File: src/rtl/sramlike_arbiter.sv
// 2:1 arbiter sharing one SRAM-like slave port between the inst and data masters.
// Define ARB_RR_EN for round-robin arbitration; otherwise data has fixed priority.
module sramlike_arbiter #(
    parameter int ADDR_W = 32,
    parameter int DATA_W = 32
) (
    input  logic              clk,
    input  logic              rst,

    input  logic              inst_req,
    input  logic              inst_wr,
    input  logic [1:0]        inst_size,
    input  logic [ADDR_W-1:0] inst_addr,
    input  logic [DATA_W-1:0] inst_wdata,
    output logic [DATA_W-1:0] inst_rdata,
    output logic              inst_addr_ok,
    output logic              inst_data_ok,

    input  logic              data_req,
    input  logic              data_wr,
    input  logic [1:0]        data_size,
    input  logic [ADDR_W-1:0] data_addr,
    input  logic [DATA_W-1:0] data_wdata,
    output logic [DATA_W-1:0] data_rdata,
    output logic              data_addr_ok,
    output logic              data_data_ok,

    output logic              req,
    output logic              wr,
    output logic [1:0]        size,
    output logic [ADDR_W-1:0] addr,
    output logic [DATA_W-1:0] wdata,
    input  logic [DATA_W-1:0] rdata,
    input  logic              addr_ok,
    input  logic              data_ok
);

    typedef enum logic [1:0] {
        S_IDLE,
        S_ADDR,
        S_DATA
    } state_t;

    typedef enum logic {
        OWN_INST = 1'b0,
        OWN_DATA = 1'b1
    } owner_t;

    state_t state_q, state_n;
    owner_t owner_q, owner_n;
    owner_t last_grant_q, last_grant_n;
    owner_t winner;
    owner_t other;
    logic   other_req;
    logic   sel_data;
    logic   in_addr;
    logic   in_data;

    always_ff @(posedge clk) begin
        if (rst) begin
            state_q      <= S_IDLE;
            owner_q      <= OWN_INST;
            last_grant_q <= OWN_INST;
        end else begin
            state_q      <= state_n;
            owner_q      <= owner_n;
            last_grant_q <= last_grant_n;
        end
    end

    always_comb begin
`ifdef ARB_RR_EN
        if (inst_req && data_req)
            winner = (last_grant_q == OWN_INST) ? OWN_DATA : OWN_INST;
        else
            winner = data_req ? OWN_DATA : OWN_INST;
`else
        winner = data_req ? OWN_DATA : OWN_INST;
`endif
    end

    // On completion the next grant can only go to the master that is not the owner.
    always_comb begin
        other     = (owner_q == OWN_INST) ? OWN_DATA : OWN_INST;
        other_req = (owner_q == OWN_INST) ? data_req : inst_req;
    end

    always_comb begin
        state_n      = state_q;
        owner_n      = owner_q;
        last_grant_n = last_grant_q;
        case (state_q)
            S_IDLE: begin
                if (inst_req || data_req) begin
                    owner_n      = winner;
                    last_grant_n = winner;
                    state_n      = S_ADDR;
                end
            end
            S_ADDR: begin
                if (addr_ok)
                    state_n = S_DATA;
            end
            S_DATA: begin
                if (data_ok) begin
                    state_n = S_IDLE;
                    if (other_req) begin
                        owner_n      = other;
                        last_grant_n = other;
                        state_n      = S_ADDR;
                    end
                end
            end
            default: state_n = S_IDLE;
        endcase
    end

    always_comb begin
        sel_data = (owner_q == OWN_DATA);
        in_addr  = !rst && (state_q == S_ADDR);
        in_data  = !rst && (state_q == S_DATA);

        req   = in_addr;
        wr    = sel_data ? data_wr    : inst_wr;
        size  = sel_data ? data_size  : inst_size;
        addr  = sel_data ? data_addr  : inst_addr;
        wdata = sel_data ? data_wdata : inst_wdata;

        inst_addr_ok = in_addr && !sel_data && addr_ok;
        data_addr_ok = in_addr &&  sel_data && addr_ok;
        inst_data_ok = in_data && !sel_data && data_ok;
        data_data_ok = in_data &&  sel_data && data_ok;

        inst_rdata = rdata;
        data_rdata = rdata;
    end

endmodule

File: config.mk
export PLATFORM = sky130hd
export DESIGN_NAME = sramlike_arbiter
export DESIGN_NICKNAME = d
export VERILOG_FILES = /design/src/rtl/sramlike_arbiter.sv
export SDC_FILE = /design/constraint.sdc
export NUM_CORES = 1
export LEC_CHECK = 0
export CORE_AREA = 2 2 120 122
export CTS_CLUSTER_DIAMETER = 200
export DETAILED_ROUTE_END_ITERATION = 16
export DIE_AREA = 0 0 122 124
export GPL_TIMING_DRIVEN = 0
export HOLD_SLACK_MARGIN = 0.03
export PLACE_DENSITY = 0.5
export SYNTH_ARGS = -nofsm -noshare
export SYNTH_HDL_FRONTEND = slang
export SYNTH_SLANG_ARGS = --single-unit
File: constraint.sdc
create_clock -name clk -period 1.67 [get_ports clk]
set_clock_uncertainty 0.2 [all_clocks]
set_input_delay 0.334 -clock clk [delete_from_list [all_inputs] [get_ports clk]]
set_output_delay 0.334 -clock clk [all_outputs]
set_load 0.02 [all_outputs]
Yosys cells after proc, flatten, opt, wreduce, memory -nomap -nowiden:

Cells that the tools add are included.

* equality and inequality tests: 6
* multiplexer cells: 16
* reduce and logical (&&, ||, !) cells: 17

Operators with widths (count)
* $mux W32: 2
* $logic_and A1 B1 Y1: 10
* $mux W1: 8
* $mux W2: 4
* $ne A2 B2 Y1 const B: 4
* $pmux W2 S3: 1
* $reduce_and A4 Y1: 1
* $reduce_and A3 Y1: 1
* $eq A2 B1 Y1 const B: 1
* $eq A2 B2 Y1 const B: 1
* $logic_not A1 Y1: 2
* $logic_not A2 Y1: 1
* $pmux W1 S2: 1
* $reduce_bool A2 Y1: 1
* $logic_or A1 B1 Y1: 1

* register bits after elaboration: 3
* input port bits: 172
* output and inout port bits: 136

Longest topological paths before layout:

Gate-level depths: netlist (run 1).

* word-level depth: 4
* depth in mapped cells: 4

Worst setup path after synthesis (run 1):

No wires, ideal clock.

* path kind: flip-flop to output port
* start: register owner_q
* end: output port data_data_ok
* arrival: 1391 ps
* slack: -255 ps
* cell stages (with the launch flop): 4
* buffers on the path: 2
* cells stage by stage: dfxtp_1 > buf_4 > buf_4 > nor4b_1

* cells in the longest elaborated chain, start to end: 2

Ends and longest elaborated chain
* from (decl): RTL line 50 `owner_t owner_q, owner_n;`
* from (signal assigned): RTL line 66 `owner_q <= owner_n;`
* $logic_and A1 B1 Y1 (2 in a row): RTL line 132 `data_data_ok = in_data && sel_data && data_ok;`
* to (decl): RTL line 26 `output logic data_data_ok,`

No other way between the ends.

Worst setup path in the final report (run 1):

* start: register owner_q
* end: output port addr[10]

* cells in the longest elaborated chain, start to end: 1

Ends and longest elaborated chain
* $mux W32: RTL line 126 `addr = sel_data ? data_addr : inst_addr;`
* to (decl): RTL line 31 `output logic [ADDR_W-1:0] addr,`

No other way between the ends.

==> impl_metrics.py, run 1 <==
metrics = {
    "power": {
        "power_switching_w": 0.0008010,
        "total_power_w": 0.002438,
        "sw_frac_of_total_pct": 32.86,
        "total_leakage_power_nw": 2.292,
        "pwr-share-clk_pct": 15.3,
        "seqPwrFrac_pct": 3.9,
        "p_comb_share_pct": 80.8,
        "p_int_w": 0.001637,
        "powerDensity_mw_per_mm2": 461.5,
        "irDropWorstVdd_uv": 379.9,
    },
    "worst_setup_path": {
        "required_ns": 1.14,
        "crit_arrival_ns": 1.41,
        "crit_type": "reg -> out",
        "worstSetupStartpointType": "register",
        "r2r_start": "owner_q$_SDFFE_PP0P_",
        "end_kind": "output port",
        "setup.worst_path.start": "owner_q$_SDFFE_PP0P_",
        "path_max_fanout": 6,
    },
    "floorplanning": {
        "num_rows": 43,
        "initial_core_util_pct": 11.12,
        "num_io_pins": 308,
        "die_h_um": 124,
        "dieArea_sq_mm": 0.01513,
        "core_area_sq_mm": 0.01372,
        "die_x_um": 122,
    },
    "routing": {
        "vias": 2301,
        "firstDrtPassIters": 4,
        "routed_wl_um": 9100,
        "ant_nets": 0,
        "dr.first_iter.drc_count": 12,
        "via_per_inst": 3.595,
        "drc": 0,
        "wire_per_inst_um": 14.22,
    },
    "sta": {
        "fin_crit_sh_pct": 116.4,
        "final-hold-violation-count": 0,
        "final.setup.worst_slack_ns": -0.2732,
        "maxSlewViolCount": 0,
        "hold_ws_ns": 0.2408,
        "setup_viol": 71,
        "fin_crit_ns": 1.943,
        "fmax_mhz": 514.6,
        "rsz0062_at_grt": "true",
        "worst_pin_slew_ns": 0.2391,
        "slew-limit-headroom_pct": 83.85,
        "fin_setup_tns_ns": -16.55,
    },
    "place": {
        "place_congestion": 0.6851,
        "io_buffers": 275,
        "place_ws_ns": -0.8734,
        "dpl.cell_count": 622,
        "place_hpwl_um": 7263,
    },
    "finish": {
        "antennaDiodeCount": 0,
        "layout_commonest_cell": "clkdlybuf4s50_1",
        "layout-drive-gt1-share_pct": 52.83,
        "syn_to_final_growth_pct": 246.3,
        "final_cell_mix": "201 x clkdlybuf4s50_1, 70 x buf_4, 64 x buf_6",
        "final_nets": 633,
        "stdcell_count": 640,
    },
    "grt": {
        "antenna_found_initial": 0,
        "grt_pass1_vias": 2303,
        "overflow": 0,
        "grt_first_pass_wirelength_um": 11500,
        "gr-usage-all-layers_pct": 9.555,
        "grt_max_degree": 11,
    },
    "synth": {
        "synth_top_family_by_area": "multiplexers",
        "syn_area_per_cell_sq_um": 9.133,
        "synth_fa_ha_area_share_pct": 0,
        "syn-num-nets": 339,
        "synth-simple-area-share_pct": 6.563,
        "ys_ff_latch": 3,
        "synth.distinct_cells": 20,
        "synth-compound-area-share_pct": 3.527,
        "yosysWarnings": 0,
        "synthXorXnorAreaFrac_pct": 0,
        "muxShareOfSynthArea_pct": 49.47,
        "yosysSeqAreaShare_pct": 3.938,
        "netlist_area_sq_mm": 0.001525,
        "postSynthCellCount": 167,
    },
    "clock_network": {
        "clock_latency_ns": 0.22,
        "clock-root-buffer": "clkbuf_16",
        "clockBufferDepth": 2,
        "numCtsBuffers": 3,
        "path_clk_slew_ns": 0.03,
        "h-tree-depth": 1,
        "cts_tree": "built",
        "hold_buffers": 0,
        "cts.sinks": 3,
    },
    "outcome": {
        "status": "complete, but fails checks",
        "violations": "negative setup slack",
    },
    "worst_hold_path": {
        "hold_start": "rst",
        "holdCritPathClass": "in -> reg",
    },
    "job": {
        "maxCapViolCount": 0,
    },
}
-- routing by layer --
| metal | track usage [%] | up-vias | routed length (um) |
|---|---|---|---|
| li1 | - | 1104 | - |
| met1 | 9.580 | 1019 | 2915 |
| met2 | 19.66 | 178 | 4983 |
| met3 | 3.480 | 0 | 1201 |
| met4 | 0.2155 | 0 | 0 |
| met5 | 0 | - | 0 |
-- Yosys cell counts --
master	number	area (sq um)
buf_4	71	533.0
mux2_2	67	754.5
nand2b_1	4	25.02
a21oi_1	3	15.01
dfxtp_1	3	60.06
inv_1	2	7.510
nand2_1	2	7.510
nor2_1	2	7.510
nor3b_1	2	15.01
a2111oi_2	1	15.01
a21oi_2	1	8.760
a31oi_1	1	6.260
and3_1	1	6.260
buf_2	1	5.000
buf_6	1	11.26
nor3b_2	1	12.51
nor4_1	1	6.260
nor4b_1	1	8.760
o41ai_1	1	8.760
or3b_4	1	11.26
-- final cells by class --
cell class                      instances  area [sq um]
Multi-Input combinational cell         89          1176
Clock buffer                            4         78.83
Sequential cell                         3         68.82
Inverter                                2         7.507
Tap cell                              180         225.2
Timing Repair Buffer                  290          3093
Fill cell                            1367          8438
Buffer                                 72         631.9
-- timing repair --
item                       in CTS  in global routing
gates resized for setup       349                157
cloned                          0                  8
setup buffers                   3                  4
setup endpoints to repair      72                 72
pin swaps                       2                  4
-- worst paths after layout --
path	slack (ns)	cells after the start	end
min	0.24	2	owner_q$_SDFFE_PP0P_
max	-0.27	4	addr[10]
min reg2reg	0.39	2	state_q[0]$_SDFFE_PP0P_
max reg2reg	0.19	5	owner_q$_SDFFE_PP0P_
-- state kept, by name (all words and copies together), names as in the netlist --
name and flops:
owner_q 1, state_q 2
-- logic make-up (layout without fill, tap and decap cells) --
kind of cell | after synthesis | count (layout)
simple gates | 15 | 15
buf+inv | 75 | 368
mux | 67 | 67
flops | 3 | 3
compound gates | 7 | 7
-- per-stage QoR --
step | util, % | instance area, sq um
after floorplan | - | 1546
after global placement | 32.98 | 4524
after detailed placement | 32.98 | 4524
after CTS | 33.03 | 4532
after global routing | 38.50 | 5281
final | 38.50 | 5281
-- power by group through the flow --
| stage | clock [W] | sequential (W) | combinational (W) |
|---|---|---|---|
| final | 0.000374 | 0.0000943 | 0.00197 |
| after global routing | 0.000388 | 0.0000970 | 0.00207 |
| after CTS | 0.000378 | 0.0000917 | 0.00160 |
| after detailed placement | 0 | 0.0000892 | 0.00163 |
| after global placement | 0 | 0.0000886 | 0.00163 |
| after floorplan | 0 | 0.0000861 | 0.000776 |
-- worst max-delay path, stage by stage, from the launching register on --
cell and delay, ns:
dfxtp_4 0.40, buf_12 0.17, clkbuf_16 0.16, mux2_4 0.31
buf_6 0.14
No activity file was read; power rests on OpenSTA's default activity.
==> inputs of run 2 (changes only) <==
--- a/config.mk
+++ b/config.mk
@@ -11,7 +11,7 @@
 export DIE_AREA = 0 0 122 124
 export GPL_TIMING_DRIVEN = 0
 export HOLD_SLACK_MARGIN = 0.03
-export PLACE_DENSITY = 0.5
+export PLACE_DENSITY = 0.56
 export SYNTH_ARGS = -nofsm -noshare
 export SYNTH_HDL_FRONTEND = slang
 export SYNTH_SLANG_ARGS = --single-unit
==> impl_metrics.py, run 2 (same netlist as run 1, synthesis figures left out) <==
metrics = {
    "finish": {
        "largest_reg_flops": 2,
        "regArea_sq_um": 66.31,
        "layout_commonest_cell": "clkdlybuf4s50_1",
        "reg_top3": "state_q x2, owner_q x1",
        "final_nets": 637,
        "multi_input_area_sq_mm": 0.001176,
        "largest-register": "state_q",
        "antennaDiodeCount": 0,
        "fillerInstances": 1342,
        "final_cell_mix": "200 x clkdlybuf4s50_1, 73 x buf_4, 66 x buf_6",
        "syn_to_final_growth_pct": 244.2,
        "layout-drive-gt1-share_pct": 53.23,
    },
    "worst_setup_path": {
        "slowest_stage": "dfxtp_4",
        "crit_type": "reg -> out",
        "path_cells": "buf_12 > buf_12 > clkbuf_16 > mux2_4 > buf_6",
        "worstSetupStartpointType": "register",
        "path_max_fanout": 6,
        "cpPeakStageDelay_ns": 0.35,
        "crit_buf_inv": 4,
        "critPathTopFamily": "buffers and inverters",
        "required_ns": 1.14,
        "crit_arrival_ns": 1.45,
        "r2r_slack_ns": 0.15,
        "cpMostUsedCell": "buf_12",
        "end_kind": "output port",
    },
    "grt": {
        "gr-usage-all-layers_pct": 10.31,
        "grt_max_degree": 11,
        "grt_first_pass_wirelength_um": 12120,
        "antenna_found_initial": 0,
        "grt_pass1_vias": 2404,
        "overflow": 0,
    },
    "floorplanning": {
        "die_h_um": 124,
        "core_area_sq_mm": 0.01372,
        "die_x_um": 122,
        "num_rows": 43,
        "dieArea_sq_mm": 0.01513,
        "initial_core_util_pct": 11.12,
        "num_io_pins": 308,
    },
    "sta": {
        "slew-limit-headroom_pct": 82.89,
        "final-hold-violation-count": 0,
        "final.setup.worst_slack_ns": -0.3095,
        "worst_pin_slew_ns": 0.2562,
        "maxSlewViolCount": 0,
        "fin_crit_sh_pct": 118.5,
        "setup_viol": 71,
        "fin_crit_ns": 1.979,
        "fmax_mhz": 505.2,
        "rsz0062_at_grt": "true",
        "hold_ws_ns": 0.2353,
    },
    "power": {
        "sw_frac_of_total_pct": 33.21,
        "pwr-share-clk_pct": 15.6,
        "p_comb_share_pct": 80.7,
        "p_int_w": 0.001640,
        "total_leakage_power_nw": 2.307,
        "seqPwrFrac_pct": 3.6,
        "powerDensity_mw_per_mm2": 467.8,
        "irDropWorstVdd_uv": 290.6,
        "power_switching_w": 0.0008157,
    },
    "place": {
        "io_buffers": 275,
        "place_hpwl_um": 7415,
        "place_ws_ns": -0.8727,
        "place_congestion": 0.6719,
    },
    "clock_network": {
        "h-tree-depth": 1,
        "clock_latency_ns": 0.22,
        "clockBufferDepth": 2,
        "path_clk_slew_ns": 0.03,
        "clock-root-buffer": "clkbuf_16",
        "hold_buffers": 0,
        "cts_tree": "built",
        "cts.sinks": 3,
        "numCtsBuffers": 3,
    },
    "routing": {
        "vias": 2347,
        "dr.first_iter.drc_count": 12,
        "via_per_inst": 3.644,
        "ant_nets": 0,
        "drc": 0,
        "routed_wl_um": 9275,
        "wire_per_inst_um": 14.40,
        "firstDrtPassIters": 2,
    },
    "outcome": {
        "violations": "negative setup slack",
        "status": "complete, but fails checks",
    },
    "job": {
        "maxCapViolCount": 0,
    },
    "worst_hold_path": {
        "holdCritPathClass": "in -> reg",
    },
}
[run 2: cell count changes in the layout (fill, tap and decap cells not counted), sizes merged]
cell           delta
dlygate4sd2       +1
clkdlybuf4s15    -10
clkbuf            -2
clkdlybuf4s50     -1
buf              +16
[run 2: timing repair]
| action | 4_1_cts | 5_1_grt |
|---|---|---|
| gates cloned | 3 | 4 |
| gates resized for setup | 395 | 127 |
| buffers inserted | 9 | 4 |
| endpoints found under the setup margin | 72 | 71 |
| pin swaps | 4 | 0 |
[run 2: path summary, 6_finish.rpt]
path                                 from                       to  depth (start not counted)
setup / recovery     owner_q$_SDFFE_PP0P_                 wdata[4]                          5
hold / removal                        rst  state_q[1]$_SDFFE_PP0P_                          2
setup reg to reg  state_q[0]$_SDFFE_PP0P_     owner_q$_SDFFE_PP0P_                          5
hold reg to reg   state_q[1]$_SDFFE_PP0P_  state_q[1]$_SDFFE_PP0P_                          3
[run 2: stage by stage]
| stage | utilization [%] | area [sq um] | TNS [ns] | total power, W | cells |
|---|---|---|---|---|---|
| finish | 38.27 | 5250 | -18.40 | 0.002456 | 644 |
| global placement | 32.98 | 4524 | -41.82 | 0.001711 | 622 |
| global route | 38.27 | 5250 | -20.51 | 0.002563 | 644 |
| CTS | 35.44 | 4862 | -20.74 | 0.002264 | 638 |
| floorplan | - | 1546 | 0 | 0.0008620 | 167 |
| detailed placement | 32.98 | 4524 | -41.62 | 0.001715 | 622 |
[run 2: power by group through the flow]
stage	Combinational [W]	Clock (W)	Sequential, W
2_1_floorplan	0.000776	0	0.0000861
3_3_place_gp	0.00162	0	0.0000876
3_5_place_dp	0.00163	0	0.0000876
4_1_cts	0.00178	0.000390	0.0000891
5_1_grt	0.00207	0.000399	0.0000909
6_report	0.00198	0.000383	0.0000895
[run 2: cell type report]
| class | instances | share of cell area (%) |
|---|---|---|
| flip-flops and latches | 3 | 1.263 |
| clock buffers | 4 | 1.501 |
| repair buffers | 294 | 58.75 |
| multi-input cells | 89 | 22.40 |
| inverters | 2 | 0.1430 |
| well taps | 180 | 4.290 |
| plain buffers | 72 | 11.65 |
[run 2: metal layers]
layer | up-vias | wire, um | track usage [%]
met3 | 8 | 1386 | 4.029
li1 | 1109 | - | -
met4 | 0 | 107 | 2.299
met1 | 1041 | 2551 | 8.372
met5 | - | 0 | 0
met2 | 189 | 5230 | 22.49
